==> src/rtl/antilog_pkg.sv <==
// Shared widths and FSM state encoding for the antilog converter.
// Optional rounding is enabled by defining ANTILOG_ROUND_EN.
package antilog_pkg;
    localparam int CHAR_W = 4;
    localparam int MANT_W = 7;
    localparam int OUT_W  = 16;
    localparam int ACC_W  = 23;

    typedef enum logic [1:0] {
        IDLE  = 2'd0,
        SHIFT = 2'd1,
        DONE  = 2'd2
    } state_t;
endpackage

==> src/rtl/antilog_round.sv <==
// Round-half-up of the shifted accumulator onto the 16-bit integer grid.
// Only instantiated when ANTILOG_ROUND_EN is defined.
module antilog_round
    import antilog_pkg::*;
(
    input  logic [ACC_W-1:0] acc,
    output logic [OUT_W-1:0] out_data
);
    // Cannot overflow: when acc[6] can be set, the shift count is small.
    assign out_data = acc[ACC_W-1:MANT_W] + {{(OUT_W-1){1'b0}}, acc[MANT_W-1]};
endmodule

==> src/rtl/antilog_calculator.sv <==
// Converts a log-domain operand (characteristic k, fraction f) to linear
// floor(({1,f} << k) / 128) by serial shifting. Macro: ANTILOG_ROUND_EN.
module antilog_calculator
    import antilog_pkg::*;
(
    input  logic              clk,
    input  logic              rst,
    input  logic              in_valid,
    output logic              in_ready,
    input  logic [CHAR_W-1:0] char_in,
    input  logic [MANT_W-1:0] mant_in,
    input  logic              zero_in,
    output logic              out_valid,
    input  logic              out_ready,
    output logic [OUT_W-1:0]  out_data
);
    state_t             state_q, state_d;
    logic [ACC_W-1:0]   acc_q, acc_d;
    logic [CHAR_W-1:0]  cnt_q, cnt_d;
    logic [OUT_W-1:0]   out_data_q, out_data_d;
    logic [OUT_W-1:0]   result;

`ifdef ANTILOG_ROUND_EN
    antilog_round u_round (
        .acc      (acc_q),
        .out_data (result)
    );
`else
    assign result = acc_q[ACC_W-1:MANT_W];
`endif

    always_comb begin
        state_d    = state_q;
        acc_d      = acc_q;
        cnt_d      = cnt_q;
        out_data_d = out_data_q;
        in_ready   = 1'b0;
        out_valid  = 1'b0;
        case (state_q)
            IDLE: begin
                in_ready = 1'b1;
                if (in_valid) begin
                    acc_d = {{(ACC_W-MANT_W-1){1'b0}}, 1'b1, mant_in};
                    cnt_d = char_in;
                    if (zero_in) begin
                        out_data_d = '0;
                        state_d    = DONE;
                    end else begin
                        state_d    = SHIFT;
                    end
                end
            end
            SHIFT: begin
                if (cnt_q != '0) begin
                    acc_d = acc_q << 1;
                    cnt_d = cnt_q - {{(CHAR_W-1){1'b0}}, 1'b1};
                end else begin
                    out_data_d = result;
                    state_d    = DONE;
                end
            end
            DONE: begin
                out_valid = 1'b1;
                if (out_ready) begin
                    state_d = IDLE;
                end
            end
            default: state_d = IDLE;
        endcase
    end

    always_ff @(posedge clk) begin
        if (rst) begin
            state_q    <= IDLE;
            acc_q      <= '0;
            cnt_q      <= '0;
            out_data_q <= '0;
        end else begin
            state_q    <= state_d;
            acc_q      <= acc_d;
            cnt_q      <= cnt_d;
            out_data_q <= out_data_d;
        end
    end

    assign out_data = out_data_q;
endmodule

==> config.mk <==
export PLATFORM = sky130hd
export DESIGN_NAME = antilog_calculator
export DESIGN_NICKNAME = d
export VERILOG_FILES = /design/src/rtl/antilog_pkg.sv /design/src/rtl/antilog_round.sv /design/src/rtl/antilog_calculator.sv
export SDC_FILE = /design/constraint.sdc
export NUM_CORES = 1
export LEC_CHECK = 0
export CAP_MARGIN = 15
export CORE_MARGIN = 3
export CORE_UTILIZATION = 37
export DETAILED_ROUTE_END_ITERATION = 8
export PLACE_DENSITY_LB_ADDON = 0.15
export RECOVER_POWER = 100
export SETUP_SLACK_MARGIN = 0.3
export SYNTH_ARGS = -nofsm -noshare
export SYNTH_HDL_FRONTEND = slang
export SYNTH_SLANG_ARGS = --single-unit
==> constraint.sdc <==
create_clock -name clk -period 3.1 [get_ports clk]
set_input_delay 0.62 -clock clk [delete_from_list [all_inputs] [get_ports clk]]
set_output_delay 0.62 -clock clk [all_outputs]
set_load 0.03 [all_outputs]
## Word-level counts from Yosys, hierarchy flattened

Index checks and enable logic that the tools add are counted.

| storage, ports and cells | value |
|---|---|
| flip-flop bits (word level) | 45 |
| bits of input ports | 16 |
| output and inout bits | 18 |
| logic and storage cells | 35 |

| operators by class | value |
|---|---|
| add/sub/neg operators | 1 |
| equal/unequal tests | 7 |
| multiplexer cells | 17 |
| reductions and logical operators | 6 |

Operators by type and width:

| operator | number |
|---|---|
| two-way mux 16 bit | 3 |
| two-way mux 23 bit | 2 |
| case mux 23 bit (2 select lines) | 1 |
| case mux 16 bit (2 select lines) | 1 |
| != test 2 bit (second input constant) | 5 |
| two-way mux 2 bit | 4 |
| two-way mux 4 bit | 2 |
| case mux 4 bit (2 select lines) | 1 |
| case mux 2 bit (3 select lines) | 1 |
| AND reduction 3 bit | 2 |
| AND reduction 4 bit | 1 |
| nonzero test 4 bit | 1 |
| subtractor 4 x 1 -> 4 bit (second input constant) | 1 |
| == test 2 x 1 -> 1 bit (second input constant) | 1 |
| == test 2 bit (second input constant) | 1 |
| zero test 2 bit | 1 |
| two-way mux 1 bit | 2 |
| nonzero test 2 bit | 1 |

## Longest topological paths before layout

| depth | value |
|---|---|
| depth after elaboration | 3 |
| mapped depth | 8 |
| mapped depth without buffers | 6 |

## Least setup slack after synthesis

No wires, ideal clock.

| timing | value |
|---|---|
| path type | register to register |
| start | reg state_q[1] |
| end | reg out_data_q[0], in the netlist out_data[0] |
| library setup time | 132 ps |
| arrival time | 1590 ps |
| data required time | 2968 ps |
| path slack | 1378 ps |
| stages on the path, launching flop included | 7 |
| buffers on the path | 2 |
| period minus slack after synthesis | 1722 ps |
| path through | dfxtp_1 buf_2 nor2_1 nand3_1 clkbuf_1 nand3_1 a21oi_1 |

| between the ends | value |
|---|---|
| cells in the longest elaborated chain, start to end | 3 |
| elaborated cells on any way between the ends | 8 |
| classes of those cells | eq/ne: 4; mux: 1; reduce/logical: 3 |

Ends and longest elaborated chain:

| item | RTL line | RTL |
|---|---|---|
| start, declared | antilog_calculator.sv:17 | `state_t state_q, state_d;` |
| start signal, assigned | antilog_calculator.sv:79 | `state_q <= state_d;` |
| == test 2 x 1 -> 1 bit / zero test 2 bit (equally long branches) | antilog_calculator.sv:39 | `case (state_q)` |
| != test 2 bit (no line) / nonzero test 2 bit (equally long branches) | - |  |
| AND reduction 4 bit (no line) | - |  |
| end signal, assigned | antilog_calculator.sv:82 | `out_data_q <= out_data_d;` |
| end, declared | antilog_calculator.sv:20 | `logic [OUT_W-1:0] out_data_q, out_data_d;` |

Several ways; a longest one is shown, not always the timed one.
A chain may end at the register's enable or synchronous reset.

## Worst setup path after layout

| timing | value |
|---|---|
| start | reg state_q[1] |
| end | out out_valid |

| between the ends | value |
|---|---|
| cells in the longest elaborated chain, start to end | 2 |

Ends and longest elaborated chain:

| item | RTL line | RTL |
|---|---|---|
| == test 2 bit | antilog_calculator.sv:39 |  |
| two-way mux 1 bit | antilog_calculator.sv:39 |  |
| end, declared | antilog_calculator.sv:13 | `output logic out_valid,` |

No other way between the ends.

==> summary.txt <==
Status
  • Outcome: completed

Clock network
  • Clock root buffer: clkbuf_8
  • Clk pin slew, worst setup/hold paths: 0.08 ns
  • Clock Latency Late Sink: 0.30 ns
  • CTS buffer count: 5
  • Hold Buf Count CTS: 0
  • Postcts setup bufs: 0
  • Longest Clk Path Bufs: 2
  • Clock sinks: 45
  • Post-CTS sizing: 0
  • H-Tree Depth: 2
  • CTS tree: built

Yosys
  • Post-synthesis sequential area ratio: 48.5%
  • Yosys reg bits: 45
  • Largest family of logic cells by synthesized area: simple AND/OR/NAND/NOR gates
  • Syn Area/Cell: approximately 8.0 µm²
  • Post-synthesis cell type count: 28
  • Dominant synthesized flop cell: dfxtp_1
  • Post-synth net total: 248
  • Simple-Gate Fraction of Synth Area: between 20% and 30%
  • Synth warn: 0
  • Compound-Gate Fraction of Synth Area: 16.4%
  • Post-Synth Adder-Cell Area: less than 1%
  • Multiplexer share of the synthesized area: 0%
  • XOR/XNOR Fraction of Synth Area: 0%
  • EDFF count, synth: 0
  • Cells after Synth: around 230
  • Ys async rst share: 0%
  • Post-Syn Area: 1860 µm²

Layout
  • Layout filler cell count: 500
  • Syn-to-layout area delta: 25.1%
  • Most frequent cells in the layout: nand2_1 (45), dfxtp_1 (45), a21oi_1 (37), nand3_1 (31), dlygate4sd3_1 (20)
  • Footprint of the multi-input gates: 836 µm²
  • Core Util, Final: between 40% and 50%
  • Antenna Cells: 0
  • Layout Nets: ~270
  • Share of cells above drive strength 1: 5.08%
  • Register Area: 901 µm²

Floorplanning
  • Rows: 25
  • Die ar.: 5910 µm²
  • Core Region: 4790 µm²
  • Num ports: 34
  • Die height: 76.9 µm
  • Die Span X: 76.9 µm
  • Starting Density: 38.8%

Detailed routing
  • Final WL: ~4.0 mm
  • Final ANT Viol Nets: 0
  • Vias/cell: 4.96
  • First drt pass iteration count: 4
  • Post-route DRC: 0
  • Initial DRC count: 71
  • Routed wire per std cell: 12.4 µm
  • Via Count: 1603

Global routing
  • GRT overflow: 0
  • Global-route wire length before repair: 6.79 mm
  • Initial antenna violation count: 0
  • Maximum number of pins on one net before global-route repair: 33
  • Number of global-route vias before repair: 1451
  • GRT Total Usage: between 10% and 20%

Critical path
  • Endpoint class of the critical path: primary output
  • CP startpoint kind: register
  • WS Path Type: reg -> out
  • Crit path DAT: 1.74 ns
  • Critical Path RT: 2.48 ns
  • CP max FO: 10

STA
  • Setup violators final: 0
  • Slew margin rel.: roughly 36%
  • Setup TNS: 0 ns
  • Clk_skew: 0.00557 ns
  • Worst-Margin Slew: 0.949 ns
  • Period utilization: 76.2%
  • Final Hold Fails: 0
  • Achievable Freq: roughly 420 MHz
  • RSZ-0062 raised after global routing: no
  • Final min period: roughly 2.4 ns
  • Max-slew violations: 0

Pwr
  • Power per cell area: 532 nW/µm²
  • Peak supply drop: 0.000247 V
  • Leakage: approximately 0.82 nW

Flow run
  • Maxcap violations: 0

Placement
  • Final GP Congestion: 0.733
  • Post-DP HPWL: 2.61 mm
  • Buffers on Ports: 33

Min path
  • Hold Crit Class: reg -> reg
state kept, by name, summed over array words and instances, names as in the netlist:
| register | flops |
|---|---|
| acc_q | 23 |
| out_data | 16 |
| cnt_q | 4 |
| state_q | 2 |
final timing paths:
path	from	endpoint	slack [ns]	cells past startpoint
hold / removal	acc_q[22]	out_data[15]	0.46	2
setup / recovery	state_q[1]	out_valid	0.74	2
setup reg to reg	cnt_q[0]	acc_q[2]	0.84	7
hold reg to reg	acc_q[22]	out_data[15]	0.46	2
cells by family after synthesis:
group	count (synthesis)
simple gates	111
compound gates	52
flops	45
buf+inv	22
fa+ha+maj	1
cell usage after synthesis, types with 2 or more instances:
cell / count / share of area, %
a21oi_1: 37 / 10
a311oi_1: 6 / 2.8
and2_1: 2 / 0.67
buf_2: 6 / 1.6
buf_6: 3 / 1.8
clkbuf_1: 10 / 2.0
dfxtp_1: 45 / 48
inv_1: 3 / 0.61
nand2_1: 45 / 9.1
nand2b_1: 2 / 0.67
nand3_1: 31 / 8.3
nor2_1: 15 / 3.0
nor2b_1: 3 / 1.0
nor3_1: 4 / 1.1
nor3b_1: 2 / 0.81
o211ai_1: 2 / 0.81
o21ai_0: 4 / 1.1
cell type report:
type | instances | share of cell area [%]
Clock buffer | 7 | 3.71
Clock inverter | 1 | 1.29
Inverter | 3 | 0.484
Multi-Input combinational cell | 164 | 35.9
Sequential cell | 45 | 38.7
Tap cell | 67 | 3.60
Timing Repair Buffer | 36 | 16.2
per-stage QoR:
step	hold slack [ns]	cell area, µm²	std cells	setup WS, ns	total power, W
2_1_floorplan	0.432	1860	231	1.38	0.000750
3_3_place_gp	0.453	2220	315	0.805	0.000803
3_5_place_dp	0.456	2220	315	0.760	0.000804
4_1_cts	0.468	2340	323	0.750	0.00126
5_1_grt	0.490	2330	323	0.536	0.00130
6_report	0.464	2330	323	0.738	0.00124
critical path: stages (launching register included):
cell           delay, ns
dfxtp_1             0.49
nor2b_1             0.20
dlygate4sd3_1       0.76
power breakdown:
part           total, W  switching [W]  internal [W]
clock network  0.000454       0.000191      0.000263
logic          0.000169       0.000101     0.0000675
registers      0.000615      0.0000169      0.000598
total           0.00124       0.000309      0.000929
routing by layer:
metal,global-route usage [%],wire [µm]
met5,0,0
met4,5.98,68
met3,3.87,153
met2,22.2,1740
met1,17.8,2030
No activity file was read; power rests on OpenSTA's default activity.
